--- src/rtl/product_to_bcd_seq.sv ---
// Sequential binary-to-BCD converter (shift-and-add-3), one iteration per clock,
// with valid/ready handshakes on the input and output sides.
module product_to_bcd_seq #(
  parameter int WIDTH  = 8,
  parameter int DIGITS = 3
) (
  input  logic                  clk,
  input  logic                  rst,
  input  logic                  in_valid,
  output logic                  in_ready,
  input  logic [WIDTH-1:0]      in_data,
  output logic                  out_valid,
  input  logic                  out_ready,
  output logic [4*DIGITS-1:0]   out_bcd,
  output logic                  busy
);

  localparam int CNT_W = $clog2(WIDTH + 1);
  localparam int BCD_W = 4 * DIGITS;

  typedef enum logic [1:0] {
    IDLE  = 2'd0,
    SHIFT = 2'd1,
    DONE  = 2'd2
  } state_t;

  state_t             state_q, state_d;
  logic [WIDTH-1:0]   bin_q, bin_d;
  logic [BCD_W-1:0]   digits_q, digits_d;
  logic [CNT_W-1:0]   cnt_q, cnt_d;
  logic [BCD_W-1:0]   out_bcd_q, out_bcd_d;
  logic [BCD_W-1:0]   corrected_s;
  logic [BCD_W-1:0]   shifted_s;

  // Every digit >= 5 gets +3 before the shift; carries out of a digit are dropped.
  function automatic logic [BCD_W-1:0] add3_digits(input logic [BCD_W-1:0] d);
    logic [BCD_W-1:0] r;
    r = d;
    for (int i = 0; i < DIGITS; i++) begin
      if (d[4*i +: 4] >= 4'd5) begin
        r[4*i +: 4] = d[4*i +: 4] + 4'd3;
      end else begin
        r[4*i +: 4] = d[4*i +: 4];
      end
    end
    return r;
  endfunction

  always_comb begin
    state_d     = state_q;
    bin_d       = bin_q;
    digits_d    = digits_q;
    cnt_d       = cnt_q;
    out_bcd_d   = out_bcd_q;
    corrected_s = add3_digits(digits_q);
    shifted_s   = {corrected_s[BCD_W-2:0], bin_q[WIDTH-1]};

    case (state_q)
      IDLE: begin
        if (in_valid) begin
          bin_d    = in_data;
          digits_d = {BCD_W{1'b0}};
          cnt_d    = CNT_W'(WIDTH);
          state_d  = SHIFT;
        end else begin
          state_d  = IDLE;
        end
      end
      SHIFT: begin
        digits_d = shifted_s;
        bin_d    = bin_q << 1'b1;
        cnt_d    = cnt_q - CNT_W'(1);
        // The last iteration publishes its own shifted value, not the stale register.
        if (cnt_q == CNT_W'(1)) begin
          out_bcd_d = shifted_s;
          state_d   = DONE;
        end else begin
          state_d   = SHIFT;
        end
      end
      DONE: begin
        if (out_ready) begin
          state_d = IDLE;
        end else begin
          state_d = DONE;
        end
      end
      default: begin
        state_d = IDLE;
      end
    endcase
  end

  always_ff @(posedge clk) begin
    if (rst) begin
      state_q   <= IDLE;
      bin_q     <= {WIDTH{1'b0}};
      digits_q  <= {BCD_W{1'b0}};
      cnt_q     <= {CNT_W{1'b0}};
      out_bcd_q <= {BCD_W{1'b0}};
    end else begin
      state_q   <= state_d;
      bin_q     <= bin_d;
      digits_q  <= digits_d;
      cnt_q     <= cnt_d;
      out_bcd_q <= out_bcd_d;
    end
  end

  assign in_ready  = (state_q == IDLE);
  assign busy      = (state_q == SHIFT);
  assign out_valid = (state_q == DONE);
  assign out_bcd   = out_bcd_q;

endmodule

--- config.mk ---
export PLATFORM = sky130hd
export DESIGN_NAME = product_to_bcd_seq
export DESIGN_NICKNAME = d
export VERILOG_FILES = /design/src/rtl/product_to_bcd_seq.sv
export SDC_FILE = /design/constraint.sdc
export NUM_CORES = 1
export LEC_CHECK = 0
export BUFFER_PORTS_ARGS = -buffer_cell sky130_fd_sc_hd__buf_2
export CORE_MARGIN = 10
export CORE_UTILIZATION = 30
export DETAILED_ROUTE_END_ITERATION = 10
export GPL_TIMING_DRIVEN = 1
export PLACE_DENSITY_LB_ADDON = 0.08
export SLEW_MARGIN = 10
export SYNTH_ARGS = -nofsm -noshare
export SYNTH_HDL_FRONTEND = slang
export SYNTH_SLANG_ARGS = --single-unit
export TNS_END_PERCENT = 100
--- constraint.sdc ---
create_clock -name clk -period 3.2 [get_ports clk]
set_clock_uncertainty 0.05 [all_clocks]
set_input_delay 0.16 -clock clk [delete_from_list [all_inputs] [get_ports clk]]
set_output_delay 0.16 -clock clk [all_outputs]
set_load 0.02 [all_outputs]
Word-level counts from Yosys, hierarchy flattened
Index checks and enable logic that the tools add are counted.
{"block": "totals", "reg_bits": 38, "input_bits": 12, "output_inout_bits": 15}
{"block": "op_classes", "n_reduce_logical": 4, "mux": 13, "addsub": 4, "n_eq_ne": 4, "magnitude_cmp": 3}
{"operator": "case mux 12 bit (2 select lines)", "n": 1}
{"operator": "case mux 8 bit (2 select lines)", "n": 1}
{"operator": "greater-or-equal comparator 4 x 3 -> 1 bit (second input constant)", "n": 3}
{"operator": "2-to-1 mux 12 bit", "n": 1}
{"operator": "2-to-1 mux 4 bit", "n": 3}
{"operator": "adder 4 x 2 -> 4 bit (second input constant)", "n": 2}
{"operator": "2-to-1 mux 8 bit", "n": 1}
{"operator": "case mux 4 bit (2 select lines)", "n": 1}
{"operator": "case mux 2 bit (3 select lines)", "n": 1}
{"operator": "== test 4 x 1 -> 1 bit (second input constant)", "n": 1}
{"operator": "2-to-1 mux 2 bit", "n": 2}
{"operator": "AND reduction 2 bit", "n": 2}
{"operator": "subtractor 4 x 1 -> 4 bit (second input constant)", "n": 1}
{"operator": "adder 3 x 2 -> 3 bit (second input constant)", "n": 1}
{"operator": "2-to-1 mux 3 bit", "n": 1}
{"operator": "== test 2 x 1 -> 1 bit (second input constant)", "n": 1}
{"operator": "== test 2 bit (second input constant)", "n": 1}
{"operator": "logical NOT 2 bit", "n": 1}
{"operator": "!= test 2 bit (second input constant)", "n": 1}
{"operator": "nonzero test 2 bit", "n": 1}
{"operator": "2-to-1 mux 1 bit", "n": 1}

Longest topological paths before layout
Gate-level depths: netlist of run 1.
{"block": "depth", "ltp_word": 3, "mapped_depth": 7, "ltp_nobuf": 6}

Least setup slack after synthesis of run 1
OpenSTA, ideal clock, no wires.
{"block": "synth_timing", "kind": "register to register", "startpoint": "register digits_q[4]", "endpoint": "register digits_q[6]", "path_stages_with_launch": 7, "arrival_ps": 1377, "setup_time_ps": 74, "setup_slack_ps": 1699, "cell_sequence": "dfxtp_1 inv_1 ha_1 nand2b_1 a21oi_1 mux2_2 o21ai_0"}
{"block": "synth_between", "elab_chain_cells": 3}
{"item": "start: declaration", "line": "29", "text": "logic [BCD_W-1:0] digits_q, digits_d;"}
{"item": "start signal: assignment", "line": "98", "text": "digits_q <= {BCD_W{1'b0}};"}
{"item": "start signal: assignment", "line": "104", "text": "digits_q <= digits_d;"}
{"item": "adder 4 x 2 -> 4 bit or greater-or-equal comparator 4 x 3 -> 1 bit (tied branches)", "line": "41, 40"}
{"item": "2-to-1 mux 4 bit *", "line": "40", "text": "if (d[4*i +: 4] >= 4'd5) begin"}
{"item": "case mux 12 bit (2 select lines) *", "line": "58", "text": "case (state_q)"}
Every way passes the cells marked *; elsewhere a longest branch is shown, timed or not.
A chain may end at the register's enable or synchronous reset.

Final worst setup path of run 1
{"block": "layout_timing", "startpoint": "register state_q[1]", "endpoint": "register digits_q[3]"}
{"block": "layout_between", "elab_chain_cells": 3}
{"item": "start: declaration", "line": "27", "text": "state_t state_q, state_d;"}
{"item": "start signal: assignment", "line": "102", "text": "state_q <= state_d;"}
{"item": "== test 2 x 1 -> 1 bit or logical NOT 2 bit (tied branches)", "line": "58"}
{"item": "nonzero test 2 bit (no line) or != test 2 bit (tied branches)"}
{"item": "AND reduction 2 bit (no line)"}
Parallel ways exist; a longest one is shown, timed or not.

==> results_dict.tcl, run 1 <==
set metrics [dict create \
    synth_area_um2 1740 \
    min_path_cells 3 \
    synth.area.top_cells "dfxtp_1, a21oi_1, ha_1" \
    min-delay-start "in_data[0]" \
    required_ns 3.37 \
    path_class "reg2reg" \
    synthCells 198 \
    synth_cell_types 30 \
    drc_errors 0 \
    slew_headroom 0.549 \
    grt_pass1_wl_um 6820 \
    port_buffers 26 \
    clk_pin_slew_ns 0.09 \
    drt_wl_total_um 4140 \
    r2r-end "digits_q[3]" \
    setup_viol 0 \
    h-tree-depth 2 \
    synthSimpleGateAreaFrac 0.208 \
    worstPathArrival_ns 2.15 \
    grt_pass1_vias 1412 \
    num_rows 27 \
    start_util 0.312 \
    gp_congestion 0.738 \
    peakVddDrop_v 0.000232 \
    worst_slew_pin_slew_ns 0.675 \
    diodes 0 \
    ctsLongestPathBuffers 2 \
    synth_top_cell_area_share 0.437 \
    hold_end "bin_q[0]" \
    multi_input_area_um2 876 \
    cts_buffers 5 \
    fin_nets 242 \
    cts_tree "built" \
    p_int_uw 759 \
    reg2reg_from "state_q[1]" \
    p_leak_uw 0.000739 \
    core_um2 5570 \
    drt_first_iter_violations 78 \
    cts_resized 0 \
    worst-path-max-fanout 21 \
    vias 1436 \
    track_usage 0.0946 \
    netSwitchingPower_uw 270 \
    power_per_cell_area_nw_per_um2 507 \
    netlist.top_cell.by_area "dfxtp_1" \
    fin_ws_ns 1.22 \
    numPlacedInstances 287 \
    maxCapViolCount 0 \
    seq_power_share 0.488 \
    root_buffer "clkbuf_8" \
    cts_setup_buffers 0 \
    reg2regPathDepth 5 \
    synth_warnings 0 \
    io_pins 27 \
    grt_start_max_net_pins 41 \
    outcome "completed" \
    overflow 0 \
    end_kind "flop" \
    seq_area_frac_synth 0.437 \
    max_freq_mhz 505 \
    num-fill-cells 612 \
    regArea_um2 761 \
    drive_gt1_frac 0.197 \
    critPathLaunchType "flop" \
    rsz0062_at_grt "no" \
    antenna_violating_nets_post_route 0 \
    stdcell_count 295 \
    p_comb_frac 0.104 \
    muxShareOfSynthArea 0.0252 \
    synth_xor_area_frac 0.0151 \
    hold_viol 0 \
    slew_viol_final 0 \
    synth_seq_cells 38 \
    antenna_found_initial 0 \
    period_minus_slack_ns 1.98 \
    synthToLayoutAreaGrowth_pct 16.7 \
    hold_class "in2reg" \
    avgSynthCellArea_um2 8.79 \
    p_sw_frac 0.262 \
    wl_per_cell_um 14.0 \
    post-dp-hpwl_um 2850 \
    ctsHoldBuffers 0 \
    die_area_um2 9250 \
    synth-compound-area-share 0.197 \
    synth_adder_area_share 0.0575 \
    fin_crit_sh 0.619 \
    r2r_setup_slack_ns 1.22 \
    cts_sinks 38 \
    p_clk_frac 0.408 \
    fp.dieW_um 96.2 \
    insertion_delay_ns 0.30 \
    syn-num-nets 218 \
    die_y_um 96.2 \
    tns_ns 0 \
    dr.pass1.iters 4 \
    synth_top_family_by_area "simple AND/OR/NAND/NOR gates" \
    viasPerCell 4.87 \
    dpl_worst_slack_ns 1.20 \
]
[routing by layer]
metal	up-vias	global-route usage	wire length, µm
met1	657	0.116	2010
met3	6	0.0381	253
met4	0	0.0369	66
met2	22	0.145	1820
li1	751	-	-
met5	-	0	0
[metrics by stage]
stage / cell area [µm²] / utilization / hold WS, ns / power (µW)
6_report: 2030 / 0.364 / 0.0386 / 1030
5_1_grt: 2030 / 0.364 / 0.0385 / 1080
4_1_cts: 2030 / 0.364 / 0.0241 / 1050
3_5_place_dp: 1920 / 0.344 / 0.358 / 622
3_3_place_gp: 1920 / 0.344 / 0.358 / 623
2_1_floorplan: 1740 / - / 0.246 / 592
[power groups by stage]
stage	Sequential, µW	Clock, µW	Combinational, µW
5_1_grt	504	454	121
2_1_floorplan	513	0	79.1
3_3_place_gp	514	0	109
6_report	503	420	107
4_1_cts	502	436	109
3_5_place_dp	514	0	108
[critical path: stages, from the launching register on]
cell,delay [ns]
dfxtp_1,0.38
nand2b_1,0.32
inv_2,0.23
nor2_1,0.58
o21ai_0,0.19
a21oi_1,0.16
[cells in the mapped netlist]
master	instances
nand3_1	5
o21ai_0	9
dfxtp_1	38
o22ai_1	11
a22oi_1	7
nor3_1	4
buf_4	1
a21oi_1	25
nor4_1	1
nor3_4	1
buf_2	2
nor2b_1	1
nand2b_2	1
a31oi_1	1
nand4b_1	3
mux2i_1	1
clkbuf_1	7
nor3b_2	1
mux2_2	3
inv_1	9
xnor2_1	3
or3_1	5
a211oi_1	6
inv_2	1
nor2_1	14
buf_6	2
nand2_1	10
ha_1	8
nor3b_1	6
nand2b_1	12
[sequential cells by signal, summed over array words and instances (netlist names)]
register  flops
bin_q         8
digits_q     12
out_bcd      12
state_q       2
cnt_q         4
[cell families (layout without fill, tap and decap cells)]
kind of cell	Yosys count	in the layout
and+or+nand+nor	64	64
AOI/OAI and AO/OA	59	59
DFF	38	38
buffers and inverters	22	47
adders and majority gates	8	8
muxes	4	4
xor gates and xnor gates	3	3
[layout make-up]
class	count	area share
clock buffer	5	0.0339
clock inverter	3	0.0222
inverter	10	0.0185
multi-input combinational	138	0.431
sequential	38	0.375
tap	72	0.0444
timing repair buffer	29	0.0752
[cells in the final DEF, fill, tap and decap left out, drive strengths merged, types with 6 or more instances in the layout]
| cell type | Yosys | final |
|---|---|---|
| nor2 | 14 | 14 |
| a211oi | 6 | 6 |
| o22ai | 11 | 11 |
| a22oi | 7 | 7 |
| nand2 | 10 | 10 |
| nand2b | 13 | 13 |
| o21ai | 9 | 9 |
| inv | 10 | 10 |
| a21oi | 25 | 25 |
| buf | 5 | 29 |
| ha | 8 | 8 |
| dfxtp | 38 | 38 |
| nor3b | 7 | 7 |
[how the worst max path moves through the flow]
stage | start | to | slack (ns) | cells past startpoint
finish | state_q[1] | digits_q[3] | 1.22 | 5
global route | state_q[1] | digits_q[11] | 0.93 | 5
CTS | state_q[1] | digits_q[3] | 1.16 | 5
detailed placement | state_q[1] | digits_q[3] | 1.20 | 5
global placement | state_q[1] | digits_q[11] | 1.23 | 5
floorplan | digits_q[4] | digits_q[6] | 1.70 | 6
Note: power is estimated with default switching activity, not from simulation.
==> run 2: changes to the inputs <==
clock period = 1.9 ns   (was 3.2 ns; I/O delays follow)
==> run 2 against run 1 <==
Total power is 57% higher; worst setup slack worse by 0.96 ns; critical path depth up 1; cell count rose by 1.7%; die area stayed put; highest routed layer unchanged.
==> results_dict.tcl, run 2 (synthesis gave the netlist of run 1 again) <==
set metrics [dict create \
    port_buffers 26 \
    slew_viol_final 0 \
    worst_slew_pin_slew_ns 0.392 \
    path_class "reg2reg" \
    required_ns 2.07 \
    cts_buffers 5 \
    max_freq_mhz 609 \
    wl_per_cell_um 14.1 \
    cts_setup_buffers 0 \
    die_y_um 96.2 \
    dr.pass1.iters 4 \
    rsz0062_at_grt "no" \
    power_per_cell_area_nw_per_um2 787 \
    synthToLayoutAreaGrowth_pct 18.4 \
    end_kind "flop" \
    post-dp-hpwl_um 2910 \
    h-tree-depth 2 \
    worst-path-max-fanout 5 \
    worstPathArrival_ns 1.81 \
    layout_common_cells "dfxtp_1, buf_2, a21oi_1" \
    peakVddDrop_v 0.000329 \
    tns_ns 0 \
    track_usage 0.0955 \
    regArea_um2 761 \
    num_rows 27 \
    fin_util 0.370 \
    drive_gt1_frac 0.206 \
    maxCapViolCount 0 \
    core_um2 5570 \
    slew_headroom 0.739 \
    period_minus_slack_ns 1.64 \
    insertion_delay_ns 0.28 \
    cts_tree "built" \
    fp.dieW_um 96.2 \
    fin_nets 247 \
    clk_pin_slew_ns 0.08 \
    io_pins 27 \
    grt_pass1_wl_um 6910 \
    hold_class "in2reg" \
    setup_viol 0 \
    start_util 0.312 \
    num-fill-cells 587 \
    antenna_found_initial 0 \
    multi_input_area_um2 876 \
    antenna_violating_nets_post_route 0 \
    mostFrequentLayoutCell "dfxtp_1" \
    hold_viol 0 \
    drt_first_iter_violations 31 \
    drc_errors 0 \
    die_area_um2 9250 \
    fin_crit_sh 0.864 \
    root_buffer "clkbuf_8" \
    diodes 0 \
    cts_sinks 38 \
    drt_wl_total_um 4220 \
    p_leak_uw 0.000763 \
    overflow 0 \
    gp_congestion 0.774 \
    viasPerCell 4.80 \
    critPathLaunchType "flop" \
    outcome "completed" \
    vias 1439 \
    ctsLongestPathBuffers 2 \
    grt_pass1_vias 1441 \
    grt_start_max_net_pins 23 \
]
[run 2: final timing paths]
| check | startpoint | end | slack (ns) | cells after the start |
|---|---|---|---|---|
| setup reg to reg | digits_q[1] | digits_q[2] | 0.26 | 6 |
| hold / removal | in_data[3] | bin_q[3] | 0.04 | 3 |
| setup / recovery | digits_q[1] | digits_q[2] | 0.26 | 6 |
| hold reg to reg | bin_q[3] | bin_q[3] | 0.41 | 2 |
[run 2: what timing repair did]
| item | in CTS | in global routing |
|---|---|---|
| hold buffers | 1 | 0 |
| endpoints found under the hold margin | 1 | 0 |
| gates resized for setup | 0 | 0 |
[run 2: report_power, final]
| group | leakage (µW) | switching, µW | internal, µW |
|---|---|---|---|
| logic | 0.000406 | 122 | 76.2 |
| clock network | 0.0000482 | 284 | 293 |
| registers | 0.000309 | 20.8 | 825 |
[run 2: critical path, cell delays in order, from the launching register on]
cell	delay, ns
dfxtp_1	0.32
inv_1	0.10
ha_1	0.25
nand2b_1	0.09
a21oi_1	0.23
mux2_2	0.39
o21ai_0	0.15
[run 2: per-stage QoR]
| stage | power, µW | worst slack (ns) | hold WS, ns | instances | instance area, µm² |
|---|---|---|---|---|---|
| after floorplan | 998 | 0.399 | 0.181 | 198 | 1740 |
| after global placement | 1070 | 0.258 | 0.296 | 291 | 1960 |
| after detailed placement | 1070 | 0.236 | 0.299 | 291 | 1960 |
| after CTS | 1650 | 0.254 | 0.0266 | 300 | 2060 |
| after global routing | 1700 | 0.129 | 0.0360 | 300 | 2060 |
| final | 1620 | 0.258 | 0.0352 | 300 | 2060 |
[run 2: per-layer routing]
metal	vias to the layer above	GRT usage	wire length [µm]
li1	759	-	-
met1	655	0.108	1900
met2	20	0.158	2010
met3	5	0.0350	253
met4	0	0.0405	55
met5	-	0	0
[run 2: area by class of cell]
type,instances,area share
multi-input combinational,138,0.425
sequential,38,0.369
timing repair buffer,34,0.0996
tap,72,0.0437
clock buffer,7,0.0419
inverter,10,0.0182
clock inverter,1,0.00243
==> run 3: changes to the inputs <==
CORE_MARGIN = 2   (was 10)
GPL_TIMING_DRIVEN = 0   (was 1)
REMOVE_ABC_BUFFERS = 1   (was default)
==> run 3 against run 2 <==
Worst setup slack got worse by 0.062 ns; critical endpoint is now out_bcd[2]; global-route usage increased by 3.9 points; register-to-register slack got worse by 0.06 ns; via count increased by 3.9%; largest power group unchanged; count of clock-buffer cells in the layout unchanged; core utilization increased by 0.11 points; combinational power about the same; first-iteration DRC count increased by 45%; maximum frequency decreased by 3.6%.
==> results_dict.tcl, run 3 (synthesis gave the netlist of run 1 again) <==
set metrics [dict create \
    fp.dieW_um 80.2 \
    crit_path_start "digits_q[0]" \
    fin_nets 247 \
    post-dp-hpwl_um 2580 \
    mostFrequentLayoutCell "dfxtp_1" \
    die_area_um2 6430 \
    path_class "reg2reg" \
    drc_errors 0 \
    outcome "completed" \
    worst_slew_pin_slew_ns 0.665 \
    drt_wl_total_um 3940 \
    p_leak_uw 0.000756 \
    cts_buffers 5 \
    slew_headroom 0.557 \
    worst-path-max-fanout 5 \
    peakVddDrop_v 0.000380 \
    drive_gt1_frac 0.207 \
    root_buffer "clkbuf_8" \
    ctsLongestPathBuffers 2 \
    reg2reg_from "digits_q[0]" \
    gp_congestion 0.785 \
    maxCapViolCount 0 \
    grt_util_met3 0.0416 \
    cts_tree "built" \
    io_pins 27 \
    stdcell_count 299 \
    viasPerCell 5.00 \
    h-tree-depth 2 \
    overflow 0 \
    antenna_found_initial 0 \
    grt_util_met1 0.151 \
    r2r_setup_slack_ns 0.20 \
    power_per_cell_area_nw_per_um2 756 \
    period_minus_slack_ns 1.70 \
    cp-endpoint "out_bcd[2]" \
    r2r-end "out_bcd[2]" \
    setup_viol 0 \
    grt_pass1_vias 1474 \
    rsz0062_at_grt "no" \
    wl_per_cell_um 13.2 \
    worstPathArrival_ns 1.87 \
    port_buffers 26 \
    gr-usage-met2 0.238 \
    cts_sinks 38 \
    insertion_delay_ns 0.28 \
    max_freq_mhz 587 \
    core_um2 5540 \
    end_kind "flop" \
    num_rows 27 \
    antenna_violating_nets_post_route 0 \
    hold_viol 0 \
    grt_pass1_wl_um 6680 \
    clk_pin_slew_ns 0.07 \
    track_usage 0.134 \
    reg2regPathDepth 6 \
    layout_common_cells "dfxtp_1, buf_2, a21oi_1" \
    fin_crit_sh 0.897 \
    slew_viol_final 0 \
    vias 1495 \
    drt_first_iter_violations 45 \
    dr.pass1.iters 4 \
    critPathLaunchType "flop" \
    top_usage_layer "met2" \
    postPlaceCellArea_um2 1890 \
    p_total_uw 1550 \
    hold_class "in2reg" \
    required_ns 2.06 \
    die_y_um 80.2 \
    grt_start_max_net_pins 41 \
    start_util 0.314 \
    numPlacedInstances 284 \
    worst_hold_slack_ns 0.0387 \
    synthToLayoutAreaGrowth_pct 18.0 \
    diodes 0 \
    design_area_um2 2050 \
]
-- run 3: worst min-delay path by stage --
| stage | start | end | slack (ns) | cells past startpoint |
|---|---|---|---|---|
| finish | in_data[4] | bin_q[4] | 0.04 | 3 |
| global route | in_data[6] | bin_q[6] | 0.03 | 3 |
| CTS | in_data[1] | bin_q[1] | 0.03 | 3 |
| detailed placement | in_data[0] | bin_q[0] | 0.30 | 3 |
| global placement | in_data[0] | bin_q[0] | 0.29 | 3 |
| floorplan | rst | bin_q[0] | 0.11 | 1 |
-- run 3: power breakdown --
part           switching, µW  leakage [µW]  total [µW]  internal (µW)
Combinational            121      0.000409         195           73.7
Sequential              22.6      0.000309         848            825
Clock                    259     0.0000383         511            253
-- run 3: worst max-delay path: stages (launching register included) --
cell      delay (ns)
dfxtp_1         0.34
inv_1           0.10
ha_1            0.24
nand2b_1        0.09
a21oi_1         0.28
mux2_2          0.39
o22ai_1         0.15
-- run 3: layer usage --
layer  routed length, µm  vias to the layer above
met5                   0                        -
met4                  53                        0
li1                    -                      758
met3                 184                        7
met1                1790                      706
met2                1920                       24
-- run 3: stage by stage --
stage / util / worst slack [ns] / TNS (ns)
5_1_grt: 0.371 / 0.00454 / 0
3_5_place_dp: 0.342 / -0.639 / -9.59
6_report: 0.371 / 0.196 / 0
4_1_cts: 0.366 / 0.0812 / 0
2_1_floorplan: - / 0.0633 / 0
3_3_place_gp: 0.342 / -0.645 / -10.16
-- run 3: area by class of cell --
cell class              instances  area [µm²]
clock buffers                   7        76.3
flip-flops and latches         38         761
inverters                      10        37.5
multi-input cells             138         897
well taps                      72        90.1
repair buffers                 34         193
fillers                       603        3490
-- run 3: timing repair --
item	in CTS	in global routing
pin swaps	1	1
resized for setup	4	1
hold buffers	1	0
setup buffers	4	3
hold endpoints to repair	1	0
setup endpoints to repair	33	8
